===== config.mk =====
export PLATFORM = sky130hd
export DESIGN_NAME = lcd_sequencer_flat
export DESIGN_NICKNAME = d
export VERILOG_FILES = /design/src/rtl/lcd_pkg.sv /design/src/rtl/lcd_sequencer_if.sv /design/src/rtl/lcd_char_rom.sv /design/src/rtl/lcd_sequencer.sv /design/src/flat_wrapper.sv
export SDC_FILE = /design/constraint.sdc
export NUM_CORES = 1
export LEC_CHECK = 0
export CAP_MARGIN = 20
export CORE_ASPECT_RATIO = 1.25
export CORE_UTILIZATION = 45
export CTS_CLUSTER_SIZE = 25
export DETAILED_ROUTE_END_ITERATION = 10
export SLEW_MARGIN = 40
export SYNTH_ARGS = -nofsm -noshare
export SYNTH_HDL_FRONTEND = slang
export SYNTH_HIERARCHICAL = 1
export SYNTH_SLANG_ARGS = --single-unit

===== constraint.sdc =====
create_clock -name clk -period 2.9 [get_ports clk]
set_input_delay 0.58 -clock clk [delete_from_list [all_inputs] [get_ports clk]]
set_output_delay 0.58 -clock clk [all_outputs]
set_load 0.01 [all_outputs]

===== src/rtl/lcd_pkg.sv =====
// Shared types and constants for the LCD sequencer: FSM states, HD44780 commands, display characters.
// LCD_LINE2_EN extends the refresh step range to cover the second display row.
package lcd_pkg;

    typedef enum logic [3:0] {
        PWR_WAIT, INIT_REQ, INIT_WAIT, CFG_REQ, CFG_WAIT, CLR_WAIT, IDLE, WR_REQ, WR_WAIT
    } state_t;

    typedef logic [3:0] step_t;

    localparam logic [7:0] CMD_FUNC_SET = 8'h28;
    localparam logic [7:0] CMD_ENTRY    = 8'h06;
    localparam logic [7:0] CMD_DISP_ON  = 8'h0C;
    localparam logic [7:0] CMD_CLEAR    = 8'h01;
    localparam logic [7:0] CMD_LINE1    = 8'h80;
    localparam logic [7:0] CMD_LINE2    = 8'hC0;

    localparam logic [7:0] CH_SPACE = 8'h20;
    localparam logic [7:0] CH_SHARP = 8'h23;
    localparam logic [7:0] CH_DASH  = 8'h2D;
    localparam logic [7:0] CH_LT    = 8'h3C;
    localparam logic [7:0] CH_EQ    = 8'h3D;
    localparam logic [7:0] CH_GT    = 8'h3E;

    // Steps 0..3 are the config commands, refresh starts at STEP_LINE1.
    localparam step_t STEP_CLEAR = 4'd3;
    localparam step_t STEP_LINE1 = 4'd4;
`ifdef LCD_LINE2_EN
    localparam step_t STEP_LAST  = 4'd13;
`else
    localparam step_t STEP_LAST  = 4'd8;
`endif

    function automatic logic [7:0] note_letter(input logic [3:0] n);
        case (n)
            4'd0, 4'd1:  return "C";
            4'd2, 4'd3:  return "D";
            4'd4:        return "E";
            4'd5, 4'd6:  return "F";
            4'd7, 4'd8:  return "G";
            4'd9, 4'd10: return "A";
            4'd11:       return "B";
            default:     return CH_DASH;
        endcase
    endfunction

    function automatic logic note_sharp(input logic [3:0] n);
        return (n == 4'd1) || (n == 4'd3) || (n == 4'd6) || (n == 4'd8) || (n == 4'd10);
    endfunction

    function automatic logic [7:0] indicator(input logic [1:0] t);
        case (t)
            2'b00:   return CH_EQ;
            2'b01:   return CH_LT;
            2'b10:   return CH_GT;
            default: return CH_DASH;
        endcase
    endfunction

    function automatic logic [7:0] line2_char(input logic [1:0] t, input logic [1:0] pos);
        logic [31:0] word;
        case (t)
            2'b00:   word = "OK  ";
            2'b01:   word = "FLAT";
            2'b10:   word = "SHRP";
            default: word = "----";
        endcase
        return word[8*(3-pos) +: 8];
    endfunction

endpackage


===== src/rtl/lcd_sequencer_if.sv =====
// Handshake bus between the sequencer (master) and the lcd_physical 4-bit driver (slave).
interface lcd_sequencer_if;
    logic       phy_do_init;
    logic       phy_init_done;
    logic       phy_do_send;
    logic       phy_send_done;
    logic [7:0] phy_data;
    logic       phy_rs;

    modport master (output phy_do_init, phy_do_send, phy_data, phy_rs,
                    input  phy_init_done, phy_send_done);
    modport slave  (input  phy_do_init, phy_do_send, phy_data, phy_rs,
                    output phy_init_done, phy_send_done);
endinterface


===== src/rtl/lcd_char_rom.sv =====
// Combinational byte table: step index plus note/tune snapshot -> {rs, data}.
// Steps 9..13 (second row) exist only with LCD_LINE2_EN.
module lcd_char_rom
    import lcd_pkg::*;
(
    input  step_t       step,
    input  logic [3:0]  note,
    input  logic [1:0]  tune,
    output logic        rs,
    output logic [7:0]  data
);
    always_comb begin
        rs   = 1'b1;
        data = CH_SPACE;
        case (step)
            4'd0: begin rs = 1'b0; data = CMD_FUNC_SET; end
            4'd1: begin rs = 1'b0; data = CMD_ENTRY;    end
            4'd2: begin rs = 1'b0; data = CMD_DISP_ON;  end
            4'd3: begin rs = 1'b0; data = CMD_CLEAR;    end
            4'd4: begin rs = 1'b0; data = CMD_LINE1;    end
            4'd5: data = note_letter(note);
            4'd6: data = note_sharp(note) ? CH_SHARP : CH_SPACE;
            4'd7: data = CH_SPACE;
            4'd8: data = indicator(tune);
`ifdef LCD_LINE2_EN
            4'd9: begin rs = 1'b0; data = CMD_LINE2; end
            // steps 10..13 map to character positions 0..3 via the low two bits
            4'd10, 4'd11, 4'd12, 4'd13: data = line2_char(tune, step[1:0] - 2'd2);
`endif
            default: ;
        endcase
    end
endmodule


===== src/rtl/lcd_sequencer.sv =====
// Drives lcd_physical: power-up wait, init, HD44780 config, then refreshes note/tuning on update.
// Build option: LCD_LINE2_EN also writes the tuning word to the second row.
module lcd_sequencer
    import lcd_pkg::*;
#(
    parameter int POWERUP_CYC    = 750000,
    parameter int CLEAR_WAIT_CYC = 100000,
    parameter int CNT_W          = 20
) (
    input  logic            clk,
    input  logic            reset,
    input  logic            update,
    input  logic [3:0]      note_code,
    input  logic [1:0]      tune_state,
    output logic            ready,
    lcd_sequencer_if.master phy
);
    state_t           state;
    logic [CNT_W-1:0] cnt;
    logic             pending;
    step_t            step;
    logic [3:0]       note_q;
    logic [1:0]       tune_q;

    step_t            rom_step;
    logic [3:0]       rom_note;
    logic [1:0]       rom_tune;
    logic             rom_rs;
    logic [7:0]       rom_data;

    // ROM is addressed with the byte about to be issued, so data is valid in the request cycle.
    always_comb begin
        rom_step = step + 4'd1;
        rom_note = note_q;
        rom_tune = tune_q;
        case (state)
            INIT_WAIT: rom_step = '0;
            IDLE: begin
                rom_step = STEP_LINE1;
                rom_note = note_code;
                rom_tune = tune_state;
            end
            default: ;
        endcase
    end

    lcd_char_rom u_rom (
        .step (rom_step),
        .note (rom_note),
        .tune (rom_tune),
        .rs   (rom_rs),
        .data (rom_data)
    );

    always_ff @(posedge clk or posedge reset) begin
        if (reset) begin
            state           <= PWR_WAIT;
            cnt             <= '0;
            pending         <= 1'b0;
            step            <= '0;
            note_q          <= '0;
            tune_q          <= '0;
            ready           <= 1'b0;
            phy.phy_do_init <= 1'b0;
            phy.phy_do_send <= 1'b0;
            phy.phy_data    <= 8'h00;
            phy.phy_rs      <= 1'b0;
        end else begin
            phy.phy_do_init <= 1'b0;
            phy.phy_do_send <= 1'b0;
            ready           <= 1'b0;
            if (update && state != IDLE) pending <= 1'b1;
            case (state)
                PWR_WAIT: begin
                    if (cnt == CNT_W'(POWERUP_CYC)) begin
                        state           <= INIT_REQ;
                        cnt             <= '0;
                        phy.phy_do_init <= 1'b1;
                    end else cnt <= cnt + CNT_W'(1);
                end
                INIT_REQ: state <= INIT_WAIT;
                INIT_WAIT: if (phy.phy_init_done) begin
                    state           <= CFG_REQ;
                    step            <= rom_step;
                    phy.phy_data    <= rom_data;
                    phy.phy_rs      <= rom_rs;
                    phy.phy_do_send <= 1'b1;
                end
                CFG_REQ: state <= CFG_WAIT;
                CFG_WAIT: if (phy.phy_send_done) begin
                    if (step == STEP_CLEAR) state <= CLR_WAIT;
                    else begin
                        state           <= CFG_REQ;
                        step            <= rom_step;
                        phy.phy_data    <= rom_data;
                        phy.phy_rs      <= rom_rs;
                        phy.phy_do_send <= 1'b1;
                    end
                end
                CLR_WAIT: begin
                    // first IDLE entry always paints the display once
                    if (cnt == CNT_W'(CLEAR_WAIT_CYC)) begin
                        state   <= IDLE;
                        cnt     <= '0;
                        pending <= 1'b1;
                    end else cnt <= cnt + CNT_W'(1);
                end
                IDLE: begin
                    if (pending || update) begin
                        state           <= WR_REQ;
                        pending         <= 1'b0;
                        note_q          <= note_code;
                        tune_q          <= tune_state;
                        step            <= rom_step;
                        phy.phy_data    <= rom_data;
                        phy.phy_rs      <= rom_rs;
                        phy.phy_do_send <= 1'b1;
                    end else ready <= 1'b1;
                end
                WR_REQ: state <= WR_WAIT;
                WR_WAIT: if (phy.phy_send_done) begin
                    if (step == STEP_LAST) begin
                        state <= IDLE;
                        ready <= !(pending || update);
                    end else begin
                        state           <= WR_REQ;
                        step            <= rom_step;
                        phy.phy_data    <= rom_data;
                        phy.phy_rs      <= rom_rs;
                        phy.phy_do_send <= 1'b1;
                    end
                end
                default: state <= PWR_WAIT;
            endcase
        end
    end
endmodule


===== src/flat_wrapper.sv =====
// flat-port wrapper written by rule: the top's interface ports become plain ports
module lcd_sequencer_flat import lcd_pkg::*;
#(
    parameter int POWERUP_CYC    = 750000,
    parameter int CLEAR_WAIT_CYC = 100000,
    parameter int CNT_W          = 20
)
  (clk, reset, update, note_code, tune_state, ready, phy_phy_do_init, phy_phy_do_send, phy_phy_data, phy_phy_rs, phy_phy_init_done, phy_phy_send_done);
  lcd_sequencer_if phy_i ();
  input  logic clk;
  input  logic reset;
  input  logic update;
  input  logic [3:0] note_code;
  input  logic [1:0] tune_state;
  output logic ready;
  output wire logic [$bits(phy_i.phy_do_init)-1:0] phy_phy_do_init;
  output wire logic [$bits(phy_i.phy_do_send)-1:0] phy_phy_do_send;
  output wire logic [$bits(phy_i.phy_data)-1:0] phy_phy_data;
  output wire logic [$bits(phy_i.phy_rs)-1:0] phy_phy_rs;
  input wire logic [$bits(phy_i.phy_init_done)-1:0] phy_phy_init_done;
  input wire logic [$bits(phy_i.phy_send_done)-1:0] phy_phy_send_done;
  assign phy_phy_do_init = phy_i.phy_do_init;
  assign phy_phy_do_send = phy_i.phy_do_send;
  assign phy_phy_data = phy_i.phy_data;
  assign phy_phy_rs = phy_i.phy_rs;
  assign phy_i.phy_init_done = phy_phy_init_done;
  assign phy_i.phy_send_done = phy_phy_send_done;
  lcd_sequencer #(.POWERUP_CYC(POWERUP_CYC), .CLEAR_WAIT_CYC(CLEAR_WAIT_CYC), .CNT_W(CNT_W)) u_core (.clk(clk), .reset(reset), .update(update), .note_code(note_code), .tune_state(tune_state), .ready(ready), .phy(phy_i));
endmodule

==> impl_metrics.toml <==
[cells_and_area]
final_cell_mix = "dfrtp_1 (47), nor2_1 (29), clkdlybuf4s50_1 (22)"
layout.cells.non_filler = 415
antenna_cells = 0
syn_to_final_growth_pct = 12.1
final_common_cell = "dfrtp_1"
layout-drive-gt1-share_pct = 18.6
fin_area_um2 = 3470
fin_nets = 348

[floorplan]
fp.dieW_um = 76.2
fp-row-count = 33
die-area_um2 = 7210
start_util_pct = 46.8
ios = 23
die_h_um = 94.7
design.core.area_um2 = 6610

[sta]
fin_crit_sh_pct = 87.0
fmax_mhz = 397
finalSetupTns_ns = 0
setup_violations = 0
worstMarginPinSlew_ns = 0.724
fin_crit_ns = 2.52
slew_violations = 0
fin_worst_skew_ns = 0.00672
finalHoldViolCount = 0
rsz0062_at_grt = "false"
hold_ws_ns = 0.503
slew_headroom_pct = 51.8

[synth]
netlist_top_cells_area = "dfrtp_1 (38%), mux2_4 (4.4%), mux2_2 (4.4%)"
ys_ff_latch = 47
synth_top_area_cell = "dfrtp_1"
async_flop_share_pct = 100
yosysUniqueCellTypes = 66
ys_seq_area_share_pct = 38.0
syn_area_per_cell_um2 = 10.1
synth-main-ff-cell = "dfrtp_1"
synth_area_um2 = 3090
synthCells = 306
synth_edf_count = 0
synthesis.nets = 327
post-synth-top-area-fraction_pct = 38.0
ys_warn_count = 6

[clocking]
htreeDepth = 2
clk_pin_slew_ns = 0.09
hold_buffers = 0
tritoncts = "yes"
clock_latency_ns = 0.30
cts.repair.resized = 0
cts_sinks = 47
cts_buffers = 5
cts_root_buffer = "clkbuf_8"
post_cts_buffers = 0
max-clock-path-buffers = 2

[worst_setup_path]
worstPathMaxFanout = 8
worstPathRequired_ns = 3.09
arrival_ns = 2.71
critPathCaptureType = "register"
critical_path.startpoint_type = "register"
worstSetupPathType = "register to register"
r2r_slack_ns = 0.38

[route]
vias_per_cell = 5.48
remaining_drc_errors = 0
wirelength_um = 6140
ant_nets = 0
wire_per_inst_um = 14.8
first_iter_violations = 136
vias = 2276
dr.pass1.iters = 4

[global_route]
met1_usage_pct = 22.8
grt_max_degree = 19
grt_use_total_pct = 18.8
grt_antenna_before_repair = 0
grt_overflow = 0
met2_usage_pct = 35.2
top_usage_layer = "met2"
grt_pass1_wl_um = 10800
globalRouteMet3Util_pct = 2.32
grt_pass1_vias = 2327

[placement]
dp.cells = 407
dp_hpwl_um = 4560
gp_congestion = 0.858
io_buffer_count = 22
placed_area_um2 = 3340

[job]
drv_cap = 0

[pwr]
leakagePower_nw = 1.48
vdd_ir_drop_max_v = 0.000551
power_density_nw_per_um2 = 951

[status]
outcome = "finished clean"

[hold_path]
hold_path.class = "register to register"
where the power goes:
group	switching, mW	internal (mW)
combinational	0.907	0.872
sequential	0.146	0.851
clock	0.235	0.284
Yosys cell counts, drive strengths merged, types with 5 or more instances:
| master | instances |
|---|---|
| nor2b | 5 |
| nor3 | 10 |
| ha | 10 |
| nor4 | 8 |
| nand4 | 7 |
| nand2 | 20 |
| xor2 | 13 |
| buf | 14 |
| xnor2 | 10 |
| nand3 | 14 |
| a21oi | 6 |
| o21ai | 8 |
| dfrtp | 47 |
| inv | 15 |
| mux2 | 25 |
| nor2 | 33 |
state kept, by name (all words and copies together), names as in the netlist:
| signal | count |
|---|---|
| u_core/tune_q | 2 |
| u_core/ready | 1 |
| u_core/note_q | 4 |
| u_core/state | 4 |
| u_core/phy.phy_rs | 1 |
| u_core/phy.phy_do_send | 1 |
| u_core/pending | 1 |
| u_core/step | 4 |
| u_core/phy.phy_do_init | 1 |
| u_core/phy.phy_data | 8 |
| u_core/cnt | 20 |
layer usage:
| metal | part of all wire (%) | routed length (um) |
|---|---|---|
| met1 | 45 | 2740 |
| met2 | 52 | 3190 |
| met3 | 2.4 | 148 |
| met4 | 1.1 | 70 |
| met5 | 0 | 0 |
per-stage QoR:
stage          util (%)  total power, mW  worst slack, ns
6_report           52.5             3.30            0.378
5_1_grt            52.5             3.57            0.139
4_1_cts            52.5             3.34            0.342
3_5_place_dp       50.6             2.80            0.265
3_3_place_gp       50.6             2.78            0.282
2_1_floorplan         -             2.49            0.481
cell families after synthesis:
group                    count (synthesis)  synth area share, %
AO/OA/AOI/OAI                           39                 9.26
buffers and inverters                   31                 6.27
adder cells (fa/ha/maj)                 10                 4.05
multiplexers                            27                 10.8
flip-flops                              47                 38.0
AND/OR/NAND/NOR                        129                 24.8
XOR/XNOR                                23                 6.76
path summary, 6_finish.rpt:
path                       depth (start not counted)                endpoint            start
max in group asynchronous                          3          u_core/step[0]            reset
hold / removal                                     1          u_core/cnt[18]   u_core/cnt[18]
setup reg to reg                                  10  u_core/phy.phy_data[1]  u_core/state[3]
hold reg to reg                                    1          u_core/cnt[18]   u_core/cnt[18]
setup / recovery                                  10  u_core/phy.phy_data[1]  u_core/state[3]
min in group asynchronous                          2          u_core/cnt[17]            reset
critical path, stage by stage, from the launching register on:
cell and delay [ns]:
dfrtp_1 0.39, nor2b_1 0.15, nand2_1 0.12, nor2_2 0.33
mux2_2 0.41, ha_1 0.22, nor4_2 0.20, a31oi_1 0.06
nand4_1 0.13, o311ai_1 0.10, mux2_4 0.29
final cells by class:
cell class / instances / area, um2
fillers: 630 / 3140
multi-input cells: 228 / 1720
flip-flops and latches: 47 / 1180
repair buffers: 30 / 280
well taps: 87 / 109
clock buffers: 6 / 82.6
inverters: 15 / 56.3
clock inverters: 2 / 38.8
Note: power is estimated with default switching activity, not from simulation.
==> patch 1 (same flow settings) <==
Add a define of `LCD_LINE2_EN`.
--- a/src/rtl/lcd_pkg.sv
+++ b/src/rtl/lcd_pkg.sv
@@ -1,5 +1,7 @@
 // Shared types and constants for the LCD sequencer: FSM states, HD44780 commands, display characters.
 // LCD_LINE2_EN extends the refresh step range to cover the second display row.
+`define LCD_LINE2_EN
+
 package lcd_pkg;
 
     typedef enum logic [3:0] {
Check against the original RTL: no difference found for any inputs over 10 cycles, from zero or initial values and one cycle with reset high; that may be too few to reach the edited logic, so the function may still have changed.
==> patch 1 against the unedited design <==
- wire length increased by 14%
- sequential cell count unchanged
- area after synthesis increased by 2.8%
- via count increased by 16%
- final area increased by 6.0%
- worst setup slack got worse by 0.23 ns
Power is left out: it rests on default switching activity, and per cell area and clock period it moved more than threefold.
==> patch 1: results (changes against the unedited design) <==
Parameter                              Value

Clock network
  Number of buffers on the longest clock path ... 2 (unchanged)
  Clock buffer count from CTS ... 5 (unchanged)
  Clock latency on the worst-skew pair ... 0.30 ns (about the same)
  Cell at the root of the clock tree ... sky130_fd_sc_hd__clkbuf_8
  Max H-tree Level ... 2 (unchanged)
  Clock transition at the register clock pins on the worst setup and hold paths after CTS ... 0.09 ns (about the same)

Detailed routing
  Residual DRC count ... 0 (unchanged)
  Met2 routed wirelength ... 3690 microns (+16%)
  Top Layer Used ... met4
  Post-detailed-route via-to-cell ratio ... 5.71 (+4.1%)
  Routed met3 length ... 197 microns (+33%)
  Met1 Routed Length ... 2970 microns (+8.7%)
  Average wire length per cell after detail routing ... 15.1 microns (+2.0%)
  Pre-Repair DR Iteration Count ... 4 (unchanged)
  Starting DRC count in detailed routing ... 140 (+2.9%)

Final layout
  Antenna cell count ... 0 (unchanged)
  Layout net count ... 401 (+15%)
  Registers with the most flip-flops ... u_core/cnt: 20 flops, u_core/phy.phy_data: 8 flops
  Layout cells sized above 1 ... 0.183 (-0.00295)

Global routing
  Global-route wire length before repair ... 12,000 microns (+11%)
  Initial antenna violation count ... 0 (unchanged)
  Maximum number of pins on one net before global-route repair ... 23 (+4)
  Total global routing track utilization ... 0.205 (+0.0164)
  Number of global-route vias before repair ... 2,603 (+12%)

Hold path
  Type of the worst min-delay path ... flop to flop

Synthesis
  Total of warnings raised by yosys ... 6 (unchanged)
  Part of the Yosys area used for sequential elements ... 0.370 (-0.0105)
  Count of cell types in the netlist ... 62 (-6.1%)
  Async set-or-reset flop fraction in the synthesized netlist ... 1.00 (unchanged)
  Top cells by instance count after synthesis ... sky130_fd_sc_hd__dfrtp_1, sky130_fd_sc_hd__nor2_1, sky130_fd_sc_hd__nand2_1
  Mapped Nets ... 369 (+13%)
  Ranking of synthesized cells by area ... sky130_fd_sc_hd__dfrtp_1, sky130_fd_sc_hd__mux2_2, sky130_fd_sc_hd__ha_1

Critical path
  Maximum cell stage delay along the critical path ... 0.53 ns (+0.12 ns)
  Crit path DAT ... 2.94 ns (+0.23 ns)
  Delay-heaviest family, CP ... simple AND/OR/NAND/NOR gates
  Library cell contributing the largest single delay on the critical path ... sky130_fd_sc_hd__or4_1
  Maximum net fanout on the critical path ... 4 (-4)

Placed design
  RePlAce Congestion ... 0.859 (+0.21%)
  Number of I/O port buffers ... 22 (unchanged)
  DP HPWL ... 5260 microns (+15%)

STA
  Max-slew violation total from the final report ... 0 (unchanged)
  Worst max-slew margin expressed relative to the limit ... 0.636 (+0.119)
  Layout Skew ... 0.0146 ns (+0.00791 ns)

Status
  Result of the run ... finished, final reports clean
## patch 1: per-stage QoR
stage                     hold WS [ns]  setup slack (ns)  area (sq um)   util  cells
after CTS                        0.492            0.0820          3640  0.544    463
after floorplan                  0.434            0.0199          3190      -    345
after global placement           0.472            0.0783          3560  0.532    456
after detailed placement         0.481            0.0674          3560  0.532    456
after global routing             0.507            0.0104          3670  0.549    464
final                            0.485             0.149          3670  0.549    464
## patch 1: logic make-up after synthesis
kind of cell    after synthesis  share of synthesized area
compound gates               63                      0.133
buf+inv                      36                     0.0566
fa+ha+maj                    13                     0.0511
flops                        47                      0.370
simple gates                139                      0.241
xor+xnor                     21                     0.0578
mux                          26                     0.0905
## patch 1: area by class of cell
| cell class | instances | area, sq um |
|---|---|---|
| well taps | 87 | 109 |
| clock buffers | 5 | 68.8 |
| inverters | 18 | 75.1 |
| fillers | 640 | 3020 |
| multi-input cells | 262 | 1850 |
| clock inverters | 2 | 13.8 |
| repair buffers | 43 | 378 |
| flip-flops and latches | 47 | 1180 |
## patch 1: worst paths after layout
check | slack [ns] | endpoint | startpoint | depth (start not counted)
min in group asynchronous | 0.53 | u_core/tune_q[0]$_DFFE_PP0P_ | reset | 2
worst max register to register | 0.15 | u_core/phy.phy_data[0]$_DFFE_PP0P_ | u_core/state[3]$_DFFE_PP0P_ | 10
max in group asynchronous | 1.79 | u_core/phy.phy_data[4]$_DFFE_PP0P_ | reset | 3
worst min-delay path | 0.49 | u_core/ready$_DFF_PP0_ | u_core/pending$_DFF_PP0_ | 1
worst min register to register | 0.49 | u_core/ready$_DFF_PP0_ | u_core/pending$_DFF_PP0_ | 1
worst max-delay path | 0.15 | u_core/phy.phy_data[0]$_DFFE_PP0P_ | u_core/state[3]$_DFFE_PP0P_ | 10
## patch 1: worst register-to-register path, cell delays in order (launching register included)
cell and delay [ns]:
sky130_fd_sc_hd__dfrtp_1 0.39, sky130_fd_sc_hd__nor2b_2 0.14, sky130_fd_sc_hd__nand2_1 0.13, sky130_fd_sc_hd__nor2_4 0.16, sky130_fd_sc_hd__buf_4 0.15, sky130_fd_sc_hd__mux2_2 0.35
sky130_fd_sc_hd__ha_1 0.23, sky130_fd_sc_hd__nor4_4 0.20, sky130_fd_sc_hd__a211oi_1 0.10, sky130_fd_sc_hd__or4_1 0.53, sky130_fd_sc_hd__mux2_2 0.27
## patch 1: repair_timing
action                                  4_1_cts  5_1_grt
endpoints found under the setup margin        0        1
buffers inserted                              0        1
resized for setup                             0        7
## patch 1: metal layers
metal  GRT usage  vias to the layer above
met5           0                        -
met4      0.0755                        0
met3      0.0294                       15
met2       0.391                       45
met1       0.231                     1288
li1            -                     1300
==> patch 2 (same settings) <==
Made on the original files. Re-encode `state_t` (9 states) as one-hot, 9 bits wide.
--- a/src/rtl/lcd_pkg.sv
+++ b/src/rtl/lcd_pkg.sv
@@ -2,8 +2,8 @@
 // LCD_LINE2_EN extends the refresh step range to cover the second display row.
 package lcd_pkg;
 
-    typedef enum logic [3:0] {
-        PWR_WAIT, INIT_REQ, INIT_WAIT, CFG_REQ, CFG_WAIT, CLR_WAIT, IDLE, WR_REQ, WR_WAIT
+    typedef enum logic [8:0] {
+        PWR_WAIT = 9'b000000001, INIT_REQ = 9'b000000010, INIT_WAIT = 9'b000000100, CFG_REQ = 9'b000001000, CFG_WAIT = 9'b000010000, CLR_WAIT = 9'b000100000, IDLE = 9'b001000000, WR_REQ = 9'b010000000, WR_WAIT = 9'b100000000
     } state_t;
 
     typedef logic [3:0] step_t;
Behaviour: no difference found for any inputs over 10 cycles, from zero or initial values and one cycle with reset high; not proved beyond that.
==> patch 2 against the unedited design <==
- final area grew 13%
- sequential cell count grew 5
- final cell count grew 11%
- wire length grew 19%
- worst setup slack lost 0.31 ns
- die area grew 7.8%
- area after synthesis grew 8.0%
- sequential share of layout area shrank 0.60 points
- clock skew grew 0.0017 ns
Power is not compared: it rests on default switching activity, and its combinational part moved more than twofold at a synthesized area within 25%.
==> patch 2: results (changes against the unedited design) <==
Parameter                              Value

Detailed routing
  Post-detailed-route via-to-cell ratio ... 5.57 (+1.6%)
  Starting DRC count in detailed routing ... 112 (-18%)
  Routed met3 length ... 139 microns (-6.1%)
  Total Routed Length ... 7300 microns (+19%)
  Met2 routed wirelength ... 3760 microns (+18%)

Critical path
  Register-to-register path setup slack ... 0.06 ns (-0.31 ns)
  Maximum net fanout on the critical path ... 7 (-1)
  Crit path DAT ... 3.10 ns (+0.39 ns)

Placed design
  Number of instances in the placed design ... 449 (+10%)
  Placed standard-cell area ... 3700 sq um (+11%)
  Setup slack after placement ... 0.00356 ns (-0.262 ns)
  RePlAce Congestion ... 0.922 (+7.5%)
  DP HPWL ... 5250 microns (+15%)

STA
  Layout Skew ... 0.00843 ns (+0.00172 ns)
  Actual transition at the worst max-transition pin ... 0.681 ns (-0.0422 ns)
  Shortest clock period the worst path allows after layout ... 2.84 ns (+0.315 ns)

Status
  Result of the run ... finished, final reports clean

Synthesis
  Top cells by instance count after synthesis ... sky130_fd_sc_hd__dfrtp_1, sky130_fd_sc_hd__nor2_1, sky130_fd_sc_hd__nand2_1, sky130_fd_sc_hd__nor3_1, sky130_fd_sc_hd__xnor2_1
  Ranking of synthesized cells by area ... sky130_fd_sc_hd__dfrtp_1, sky130_fd_sc_hd__mux2_4, sky130_fd_sc_hd__xnor2_1
  Count of cell types in the netlist ... 62 (-6.1%)
  Synthesized instance count ... 334 (+9.2%)
  Adder and majority gate portion of the synthesized area ... 0.0375 (-0.00300)
  Mapped Nets ... 355 (+8.6%)
  Part of the Yosys area used for sequential elements ... 0.390 (+0.00963)
  Synthesized-area fraction occupied by ao, oa, aoi and oai cells ... 0.0951 (+0.00249)

Global routing
  GR Util met1 ... 0.247 (+0.0190)
  Grt met2 use ... 0.345 (-0.00669)
  Maximum number of pins on one net before global-route repair ... 53 (+34)
  Met3 demand-to-capacity share in global routing ... 0.0271 (+0.00391)
  Number of global-route vias before repair ... 2,523 (+8.4%)
  Total global routing track utilization ... 0.201 (+0.0120)

Final layout
  Filler Cell Count ... 664 (+5.4%)
  Registers with the most flip-flops ... u_core/cnt: 20 flops, u_core/state: 9 flops, u_core/phy.phy_data: 8 flops
  Layout net count ... 389 (+12%)
  Layout cells sized above 1 ... 0.214 (+0.0281)
  Final std cells w/o fill ... 459 (+11%)
[patch 2: cell types whose count changed in the layout (fill, tap and decap cells not counted), moves of 5 or more]
cell | unedited run | this run
sky130_fd_sc_hd__nor3_1 | 10 | 17
sky130_fd_sc_hd__xor2_1 | 12 | 7
sky130_fd_sc_hd__buf_4 | 8 | 25
sky130_fd_sc_hd__xnor2_1 | 10 | 17
sky130_fd_sc_hd__mux2_4 | 9 | 16
[patch 2: area by class of cell]
class	count	area, sq um	area share
clock buffer	5	68.8	0.0176
clock inverter	3	68.8	0.0176
inverter	15	56.3	0.0144
multi-input combinational	246	1880	0.481
sequential	52	1300	0.333
timing repair buffer	48	419	0.107
tap	90	113	0.0288
[patch 2: where the power goes]
group / total [mW] / switching (mW) / internal [mW] / leakage [nW]
Clock: 0.612 / 0.265 / 0.348 / 0.0687
Sequential: 0.732 / 0.00246 / 0.730 / 0.682
Combinational: 0.0782 / 0.0408 / 0.0374 / 0.867
[patch 2: worst max-delay path, stage by stage (launching register included)]
cell	delay, ns
sky130_fd_sc_hd__dfstp_2	0.38
sky130_fd_sc_hd__or3_4	0.38
sky130_fd_sc_hd__or3_4	0.34
sky130_fd_sc_hd__nand4bb_1	0.21
sky130_fd_sc_hd__buf_6	0.17
sky130_fd_sc_hd__mux2_4	0.33
sky130_fd_sc_hd__inv_1	0.10
sky130_fd_sc_hd__ha_2	0.29
sky130_fd_sc_hd__a211oi_2	0.21
sky130_fd_sc_hd__o21ai_1	0.10
sky130_fd_sc_hd__o311ai_1	0.09
sky130_fd_sc_hd__mux2_4	0.18
[patch 2: kinds of logic after synthesis]
group | count (synthesis)
xor gates and xnor gates | 24
adders and majority gates | 10
DFF | 52
and+or+nand+nor | 143
AOI/OAI and AO/OA | 43
buffers and inverters | 36
muxes | 26
[patch 2: repair_timing]
item	4_1_cts	5_1_grt
resized for setup	1	10
setup buffers	1	1
pin swaps	0	5
hold buffers	0	0
endpoints found under the setup margin	1	3
[patch 2: path summary, 6_finish.rpt]
| kind | start | end | cells past startpoint |
|---|---|---|---|
| setup reg to reg | u_core/state[0]$_DFFE_PP1P_ | u_core/phy.phy_data[1]$_DFFE_PP0P_ | 11 |
| hold / removal | u_core/cnt[6]$_DFFE_PP0P_ | u_core/cnt[6]$_DFFE_PP0P_ | 1 |
| min in group asynchronous | reset | u_core/cnt[5]$_DFFE_PP0P_ | 3 |
| max in group asynchronous | reset | u_core/phy.phy_do_init$_DFF_PP0_ | 3 |
| setup / recovery | u_core/state[0]$_DFFE_PP1P_ | u_core/phy.phy_data[1]$_DFFE_PP0P_ | 11 |
| hold reg to reg | u_core/cnt[6]$_DFFE_PP0P_ | u_core/cnt[6]$_DFFE_PP0P_ | 1 |
